## config.mk

```make
export PLATFORM = sky130hd
export DESIGN_NAME = steelhorse_txq
export DESIGN_NICKNAME = d
export VERILOG_FILES = /design/src/rtl/steelhorse_pkg.sv /design/src/rtl/steelhorse_txq_fifo.sv /design/src/rtl/steelhorse_txq.sv
export SDC_FILE = /design/constraint.sdc
export NUM_CORES = 1
export LEC_CHECK = 0
export CAP_MARGIN = 30
export CORE_ASPECT_RATIO = 1.5
export CORE_MARGIN = 2
export CORE_UTILIZATION = 50
export DETAILED_ROUTE_END_ITERATION = 12
export PLACE_DENSITY = 0.8
export SLEW_MARGIN = 15
export SYNTH_ARGS = -nofsm -noshare
export SYNTH_HDL_FRONTEND = slang
export SYNTH_SLANG_ARGS = --single-unit
```

## constraint.sdc

```tcl
create_clock -name CLK -period 2.4 [get_ports CLK]
set_clock_uncertainty 0.2 [all_clocks]
set_input_delay 0.24 -clock CLK [delete_from_list [all_inputs] [get_ports CLK]]
set_output_delay 0.24 -clock CLK [all_outputs]
set_load 0.01 [all_outputs]
```

## src/rtl/steelhorse_pkg.sv

```systemverilog
// Shared types and constants for the Steelhorse transmit scheduler.
package steelhorse_pkg;

    typedef enum logic [2:0] {
        IDLE       = 3'd0,
        LOAD       = 3'd1,
        ARM        = 3'd2,
        WAIT_START = 3'd3,
        WAIT_DONE  = 3'd4,
        DONE       = 3'd5,
        ABORT      = 3'd6
    } txq_state_e;

    localparam logic [9:0] LEN_REG  = 10'h00a;
    localparam logic [9:0] IDLE_REG = 10'h009;

    localparam int LEN_W_DFLT = 16;
    typedef logic [LEN_W_DFLT-1:0] txq_len_t;

    // Timer width able to hold (larger timeout - 1).
    function automatic int tmr_width(input int a, input int b);
        int m;
        m = (a > b) ? a : b;
        return (m > 32'sd1) ? $clog2(m) : 32'sd1;
    endfunction

endpackage

```

## src/rtl/steelhorse_txq_fifo.sv

```systemverilog
// Descriptor FIFO with occupancy count; accepts a push into a full FIFO when a pop happens in the same cycle.
module steelhorse_txq_fifo
    import steelhorse_pkg::*;
#(
    parameter int DEPTH = 4,
    parameter int LEN_W = 16
) (
    input  logic                   CLK,
    input  logic                   RST,
    input  logic                   push,
    input  logic [LEN_W-1:0]       push_len,
    input  logic                   pop,
    output logic [LEN_W-1:0]       head_len,
    output logic                   full,
    output logic                   empty,
    output logic [$clog2(DEPTH):0] count
);
    localparam int AW = $clog2(DEPTH);
    localparam logic [AW:0] FULL_CNT = (AW+1)'(DEPTH);

    logic [LEN_W-1:0] mem_r [DEPTH];
    logic [AW-1:0]    wr_ptr_r;
    logic [AW-1:0]    rd_ptr_r;
    logic [AW:0]      count_r;
    logic             do_push_s;
    logic             do_pop_s;

    assign empty     = (count_r == '0);
    assign full      = (count_r == FULL_CNT);
    assign do_pop_s  = pop && !empty;
    assign do_push_s = push && (!full || do_pop_s);
    assign head_len  = mem_r[rd_ptr_r];
    assign count     = count_r;

    // Descriptor storage; contents are don't-care while empty so no reset is needed.
    always_ff @(posedge CLK) begin
        if (do_push_s) begin
            mem_r[wr_ptr_r] <= push_len;
        end
    end

    // Pointers wrap naturally because DEPTH is a power of two.
    always_ff @(posedge CLK or negedge RST) begin
        if (!RST) begin
            wr_ptr_r <= '0;
            rd_ptr_r <= '0;
            count_r  <= '0;
        end else begin
            if (do_push_s) begin
                wr_ptr_r <= wr_ptr_r + AW'(1);
            end
            if (do_pop_s) begin
                rd_ptr_r <= rd_ptr_r + AW'(1);
            end
            case ({do_push_s, do_pop_s})
                2'b10:   count_r <= count_r + (AW+1)'(1);
                2'b01:   count_r <= count_r - (AW+1)'(1);
                default: count_r <= count_r;
            endcase
        end
    end

endmodule

```

## src/rtl/steelhorse_txq.sv

```systemverilog
// Transmit scheduler sequencing the Steelhorse MAC length/RUN/BUSY handshake per queued frame.
// Optional STEELHORSE_TXQ_STATS_EN adds STAT_SENT/STAT_TMO frame counters.
module steelhorse_txq
    import steelhorse_pkg::*;
#(
    parameter int         DEPTH     = 4,
    parameter int         LEN_W     = 16,
    parameter int         START_TMO = 64,
    parameter int         DONE_TMO  = 4096,
    parameter logic [9:0] LEN_REG   = steelhorse_pkg::LEN_REG,
    parameter logic [9:0] IDLE_REG  = steelhorse_pkg::IDLE_REG
) (
    input  logic                   CLK,
    input  logic                   RST,
    input  logic [LEN_W-1:0]       DESC_LEN,
    input  logic                   DESC_VALID,
    output logic                   DESC_READY,
    output logic [9:0]             MAC_REG_ADDR,
    output logic [LEN_W-1:0]       MAC_REG_DATA,
    output logic                   MAC_RUN,
    input  logic                   MAC_BUSY,
    output logic                   TX_DONE,
    output logic                   TX_ERR,
    output logic [$clog2(DEPTH):0] QCOUNT,
    input  logic                   ENABLE
`ifdef STEELHORSE_TXQ_STATS_EN
    ,
    output logic [15:0]            STAT_SENT,
    output logic [15:0]            STAT_TMO
`endif
);
    localparam int TMR_W = tmr_width(START_TMO, DONE_TMO);
    localparam logic [TMR_W-1:0] START_LAST = TMR_W'(START_TMO - 1);
    localparam logic [TMR_W-1:0] DONE_LAST  = TMR_W'(DONE_TMO - 1);

    txq_state_e       state_r;
    logic [TMR_W-1:0] timer_r;
    logic [9:0]       addr_r;
    logic [LEN_W-1:0] data_r;
    logic             run_r;
    logic             done_r;
    logic             err_r;
    logic             pop_s;
    logic             push_s;
    logic             full_s;
    logic             empty_s;
    logic [LEN_W-1:0] head_len_s;

    assign pop_s      = (state_r == DONE) || (state_r == ABORT);
    assign DESC_READY = !full_s || pop_s;
    assign push_s     = DESC_VALID && DESC_READY;

    steelhorse_txq_fifo #(.DEPTH(DEPTH), .LEN_W(LEN_W)) u_fifo (
        .CLK      (CLK),
        .RST      (RST),
        .push     (push_s),
        .push_len (DESC_LEN),
        .pop      (pop_s),
        .head_len (head_len_s),
        .full     (full_s),
        .empty    (empty_s),
        .count    (QCOUNT)
    );

    // Frame sequencer; MAC pins and pulses are registered alongside the state.
    always_ff @(posedge CLK or negedge RST) begin
        if (!RST) begin
            state_r <= IDLE;
            timer_r <= '0;
            addr_r  <= IDLE_REG;
            data_r  <= '0;
            run_r   <= 1'b0;
            done_r  <= 1'b0;
            err_r   <= 1'b0;
        end else begin
            done_r <= 1'b0;
            err_r  <= 1'b0;
            case (state_r)
                IDLE: begin
                    if (ENABLE && !empty_s && !MAC_BUSY) begin
                        // Zero-length frames complete without touching the MAC.
                        if (head_len_s == '0) begin
                            state_r <= DONE;
                            done_r  <= 1'b1;
                        end else begin
                            state_r <= LOAD;
                            addr_r  <= LEN_REG;
                            data_r  <= head_len_s;
                        end
                    end
                end
                LOAD: begin
                    state_r <= ARM;
                    addr_r  <= IDLE_REG;
                    run_r   <= 1'b1;
                end
                ARM: begin
                    state_r <= WAIT_START;
                    timer_r <= '0;
                end
                WAIT_START: begin
                    if (MAC_BUSY) begin
                        state_r <= WAIT_DONE;
                        run_r   <= 1'b0;
                        timer_r <= '0;
                    end else if (timer_r == START_LAST) begin
                        state_r <= ABORT;
                        run_r   <= 1'b0;
                        err_r   <= 1'b1;
                    end else if (timer_r != '1) begin
                        timer_r <= timer_r + TMR_W'(1);
                    end
                end
                WAIT_DONE: begin
                    if (!MAC_BUSY) begin
                        state_r <= DONE;
                        done_r  <= 1'b1;
                    end else if (timer_r == DONE_LAST) begin
                        state_r <= ABORT;
                        err_r   <= 1'b1;
                    end else if (timer_r != '1) begin
                        timer_r <= timer_r + TMR_W'(1);
                    end
                end
                DONE: begin
                    state_r <= IDLE;
                end
                ABORT: begin
                    state_r <= IDLE;
                    run_r   <= 1'b0;
                end
                default: begin
                    state_r <= IDLE;
                    run_r   <= 1'b0;
                    addr_r  <= IDLE_REG;
                end
            endcase
        end
    end

    assign MAC_REG_ADDR = addr_r;
    assign MAC_REG_DATA = data_r;
    assign MAC_RUN      = run_r;
    assign TX_DONE      = done_r;
    assign TX_ERR       = err_r;

`ifdef STEELHORSE_TXQ_STATS_EN
    logic [15:0] sent_r;
    logic [15:0] tmo_r;

    // Free-running wrap-around frame counters.
    always_ff @(posedge CLK or negedge RST) begin
        if (!RST) begin
            sent_r <= 16'd0;
            tmo_r  <= 16'd0;
        end else begin
            if (done_r) begin
                sent_r <= sent_r + 16'd1;
            end
            if (err_r) begin
                tmo_r <= tmo_r + 16'd1;
            end
        end
    end

    assign STAT_SENT = sent_r;
    assign STAT_TMO  = tmo_r;
`endif

endmodule
```

Word level (Yosys, flattened, before mapping)
Memory sizes are Yosys's and may differ from the RTL's.
Cells that the tools add are included.

storage, ports and cells
  word-level logic and storage cells = 92
  input bits = 21
  memory bits (writable) = 64
  bits in latches = 0
  bits in read-only memories = 0
  register bits after elaboration = 51
  memories = 1

operators by class
  eq/ne operators = 19
  $lt $le $gt $ge = 0
  reduce and logical (&&, ||, !) cells = 23
  bitwise gates (word level) = 3
  add/subtract/negate cells = 5
  multiply operators = 0
  multiplexer cells = 31
  shifts and indexed selects = 0
  div/mod/pow operators = 0

memories
  name          words  width  read ports  clocked after Yosys merged registers in  write ports  line                       source
  u_fifo.mem_r  4      16     1           0                                        1            steelhorse_txq_fifo.sv:21  logic [LEN_W-1:0] mem_r [DEPTH];

operators with widths
  operator                                                                 count
  12-bit 2-to-1 mux                                                        5
  12-bit case mux with 3 select lines                                      1
  10-bit 2-to-1 mux                                                        2
  10-bit case mux with 2 select lines                                      1
  3-bit 2-to-1 mux                                                         6
  16-bit zero test                                                         1
  3-bit case mux with 5 select lines                                       1
  12-bit by 1-bit adder with 12-bit output (second input constant)         1
  12-bit equality test (second input constant)                             1
  12-bit by 6-bit equality test with 1-bit output (second input constant)  1
  3-bit equality test (second input constant)                              4
  12-bit != test (second input constant)                                   1
  1-bit 2-to-1 mux                                                         11
  3-bit != test (second input constant)                                    3
  3-bit AND reduction                                                      3
  2-bit != test (second input constant)                                    4
  3-bit by 2-bit equality test with 1-bit output (second input constant)   2
  3-bit zero test                                                          2
  3-bit case mux with 2 select lines                                       1
  1-bit logical AND                                                        5
  5-bit OR reduction                                                       1
  2-bit by 1-bit adder with 2-bit output (second input constant)           2
  1-bit case mux with 2 select lines                                       2
  4-bit AND reduction                                                      1
  other kinds (13)                                                         19

Logic depth before layout (Yosys ltp)
Gate-level depths: netlist of run 1.

  depth in word-level cells = 7
  gate-level depth with buffers = 12

By module
Synthesis of run 1 repeated with hierarchy kept, for this count alone.

second synthesis, totals
  cell total of the unflattened synthesis = 325
  area, all modules = 4805.9 µm²

by module, submodules not included
  module               area each (µm²)  instances  cells an instance
  steelhorse_txq_fifo  2831.5           1          138
  steelhorse_txq       1974.4           1          187

Least setup slack after synthesis of run 1
No wires, ideal clock.

  path type = register to register
  start = register u_fifo.rd_ptr_r[1]
  end = register data_r[0] (netlist: MAC_REG_DATA[0])
  slack = -0.278 ns
  cell stages (with the launch flop) = 10
  arrival time = 2.353 ns
  cell sequence = dfrtp_1 -> buf_2 -> clkbuf_1 -> mux4_2 -> nor4_1 -> nand4_1 -> nor4_2 -> nand3b_4 -> buf_12 -> mux2_4

on the way
  longest elaborated chain between the ends = 4

ends and longest elaborated chain
  item                                  line                       source
  from (decl)                           steelhorse_txq_fifo.sv:23  logic [AW-1:0] rd_ptr_r;
  from (signal assigned)                steelhorse_txq_fifo.sv:53  rd_ptr_r <= rd_ptr_r + AW'(1);
  memory read 4 x 16 bit (*)            -
  16-bit zero test                      steelhorse_txq.sv:82       if (head_len_s == '0) begin
  1-bit inverter (no source line)       -
  3-bit AND reduction (no source line)  -
  to (signal assigned)                  steelhorse_txq.sv:88       data_r <= head_len_s;
  to (decl)                             steelhorse_txq.sv:39       logic [LEN_W-1:0] data_r;

Every way passes the cells marked *; elsewhere a longest branch is shown, timed or not.
A chain may end at the register's enable or synchronous reset.

Worst setup path in the final report of run 1
  start = register u_fifo.rd_ptr_r[0]
  end = register data_r[0] (netlist: MAC_REG_DATA[0])

The elaborated chain is that of the path after synthesis.

==> results.yml, run 1 <==
worst_setup_path:
  r2r-start: "u_fifo.rd_ptr_r[0]$_DFFE_PN0P_"
  cp-startpoint: "u_fifo.rd_ptr_r[0]$_DFFE_PN0P_"
  critPathTopFamily: "simple AND/OR/NAND/NOR gates"
  critPathBufInv: 2
  worstSetupEndpoint: "MAC_REG_DATA[0]$_DFFE_PN0P_"
  path_cells: "buf_12 > buf_4 > mux4_2 > nor4_4 > nand4_1 > nor4_4 > nand3b_4 > mux2_4"
  start_kind: "register"
  cp_slowest_cell: "mux4_2"
  worst-path-max-fanout: 8
  crit_required_ns: 2.43
  rr_worst_depth: 8
  slowest_delay_ns: 0.54
  crit_top_cell: "nor4_4"
  arrival_ns: 2.89
  crit_cells: 8
  endpoint_kind: "register"
  crit_type: "reg2reg"
  rr_endpoint: "MAC_REG_DATA[0]$_DFFE_PN0P_"
  r2r_slack_ns: -0.46
grt:
  antenna_found_initial: 0
  grtUsageTotal_pct: 19.25
  grt_pass1_wl_um: 14920
  overflow: 0
  grt_pass1_vias: 3041
  grt_max_degree: 18
power_and_ir_drop:
  cell_internal_pwr_w: 0.004943
  p_sw_share_pct: 30.61
  seqPwrFrac_pct: 38.5
  peakVddDrop_uv: 600.7
  power.leakage_nw: 2.399
  cellPowerDensity_nw_per_um2: 1202
  power_frac_comb_pct: 40.0
  clock_power_share_pct: 21.6
  power.switching_w: 0.002181
synthesis:
  synthCells: 307
  synth_top_area_share_pct: 41.14
  yosys-top-cells-count: "edfxtp_1 (64), dfrtp_1 (42), nand2_1 (20)"
  synth-edff-count: 64
  yosysWarnings: 0
  netlist_area_um2: 4672
  synth_ff_type: "edfxtp_1"
  ys_ff_latch: 107
  synthArstFlopShare_pct: 40.19
  ys_seq_area_share_pct: 64.19
  synth.distinct_cells: 53
  syn_area_per_cell_um2: 15.22
  synth.area.top_cells: "edfxtp_1 (41%), dfrtp_1 (22%), mux4_1 (7.9%), mux2_4 (2.6%), mux2_2 (1.9%)"
  synth.most_common_cell: "edfxtp_1"
  synth_top_cell_by_area: "edfxtp_1"
run_status:
  violations: "setup timing"
  status: "complete, but fails checks"
sta:
  rsz0062_at_grt: "true"
  worst_slack_ns: -0.4583
  hold_viol: 0
  final.period_utilization_pct: 119.1
  fin_crit_ns: 2.858
  slew_violations: 0
  fmax_ghz: 0.3499
  holdWs_ns: 0.1134
  setup_viol: 20
  fin_setup_tns_ns: -8.175
route:
  highest_layer: "met4"
  routed_via_density: 5.627
  wire_per_inst_um: 17.96
  drc: 0
  via_count: 2881
  drtPass1Iterations: 4
  wl_met2_um: 5039
  wl_met1_um: 3597
  routed_wl_um: 9196
  wl_met3_um: 304
  drt_iter0_drc: 231
  final_antenna_net_count: 0
layout:
  nets: 423
  fin_area_um2: 5927
  final_layout_size_suffix_gt1_share_pct: 25.75
  antenna_cells_inserted: 0
  area_growth_pct: 26.86
floorplan:
  dieArea_um2: 10150
  io_pins: 54
  fp.coreArea_um2: 9146
  fp-row-count: 43
  initial_utilization_pct: 51.08
  die_x_um: 82.93
  die_height_um: 122.4
hold_path:
  hp-class: "in2async"
clock_network:
  cts_tree: "built"
  cts-buffers-inserted: 9
  clk_pin_slew_ns: 0.07
  cts_sinks: 107
  h-tree-depth: 3
  cts_root_buf: "clkbuf_16"
  cts_buffer_depth: 2
  clock_latency_ns: 0.34
place:
  placed_cell_area_um2: 5475
  place_congestion: 0.9276
  io_buffer_count: 45
  dp_hpwl_um: 6346
run:
  maxCapViolations: 0
timing repair:
item                                   CTS  global route
pin swaps                                5             4
setup endpoints to repair               20            22
endpoints found under the hold margin   42             0
gates cloned                             2             0
setup buffers                            2             1
hold buffers                             1             0
resized for setup                       21            12
worst reg2reg max path: cells and delay by family, from the launching register on:
kind / cells / cell delay, ns
mux: 2 / 0.86
simple gates: 4 / 1.06
flops: 1 / 0.37
buf+inv: 2 / 0.25
power by group through the flow:
stage	Combinational [W]	Sequential (W)	Clock [W]
after floorplan	0.00146	0.00275	0
after global placement	0.00252	0.00274	0
after detailed placement	0.00261	0.00276	0
after CTS	0.00278	0.00274	0.00158
after global routing	0.00308	0.00278	0.00166
final	0.00285	0.00274	0.00154
how the worst min path moves through the flow:
| stage | start | end | slack [ns] |
|---|---|---|---|
| after global routing | RST | timer_r[1]$_DFFE_PN0P_ | 0.14 |
| after floorplan | RST | MAC_REG_ADDR[1]$_DFFE_PN0P_ | -0.26 |
| final | RST | timer_r[2]$_DFFE_PN0P_ | 0.11 |
| after global placement | RST | MAC_RUN$_DFFE_PN0P_ | -0.07 |
| after detailed placement | RST | TX_ERR$_DFF_PN0_ | -0.06 |
| after CTS | RST | timer_r[2]$_DFFE_PN0P_ | 0.10 |
through the flow:
stage | setup slack (ns) | power, W | util, % | cells
CTS | -0.5616 | 0.007103 | 64.32 | 511
detailed placement | -0.7353 | 0.005371 | 59.86 | 491
global placement | -0.6760 | 0.005262 | 59.86 | 491
floorplan | -0.2353 | 0.004209 | - | 313
global route | -0.5244 | 0.007516 | 64.80 | 512
finish | -0.4583 | 0.007124 | 64.80 | 512
final cells by class:
class / count / area, µm²
Fill cell: 667 / 3219
Clock buffer: 13 / 285.3
Clock inverter: 3 / 42.54
Tap cell: 112 / 140.1
Inverter: 10 / 37.54
Sequential cell: 107 / 3002
Timing Repair Buffer: 87 / 799.5
Multi-Input combinational cell: 180 / 1620
routing by layer:
metal  up-vias  global-route usage, %
met5         -                      0
met4         0                  9.119
met3        22                  3.362
met2        68                  34.78
met1      1457                  22.25
li1       1334                      -
cell families (layout without fill, tap and decap cells):
| group | count (synthesis) | in the layout | synth area share, % |
|---|---|---|---|
| buffers and inverters | 28 | 113 | 3.803 |
| muxes | 33 | 33 | 13.55 |
| adders and majority gates | 7 | 7 | 2.035 |
| xor gates and xnor gates | 9 | 9 | 1.687 |
| other | 2 | 8 | 0.1607 |
| and+or+nand+nor | 76 | 78 | 8.758 |
| AOI/OAI and AO/OA | 45 | 45 | 5.812 |
| DFF | 107 | 107 | 64.19 |
flip-flops by register name (all words and copies together) (netlist names):
signal           flops
MAC_REG_ADDR         2
MAC_REG_DATA        16
MAC_RUN              1
TX_DONE              1
TX_ERR               1
state_r              3
timer_r             12
u_fifo.count         3
u_fifo.mem_r        64
u_fifo.rd_ptr_r      2
u_fifo.wr_ptr_r      2
cell usage in the layout, fill, tap and decap left out, types with 10 or more instances in the layout:
master           netlist  layout
o21ai_0               12      10
mux2_4                 8      13
nand2_1               20      19
a21oi_1               15      15
nor2_1                14      14
clkdlybuf4s50_1        0      44
mux4_2                 2      10
dfrtp_1               42      40
buf_4                  8      37
clkbuf_16              0      10
edfxtp_1              64      64
Power figures use the tool's default switching activity.
==> run 2, diff against run 1 <==
--- a/config.mk
+++ b/config.mk
@@ -11,7 +11,6 @@
 export CORE_UTILIZATION = 50
 export DETAILED_ROUTE_END_ITERATION = 12
 export PLACE_DENSITY = 0.8
-export SLEW_MARGIN = 15
 export SYNTH_ARGS = -nofsm -noshare
 export SYNTH_HDL_FRONTEND = slang
 export SYNTH_SLANG_ARGS = --single-unit
==> results of run 2 <==
Final layout, timing and power as in run 1 (identical DEF).
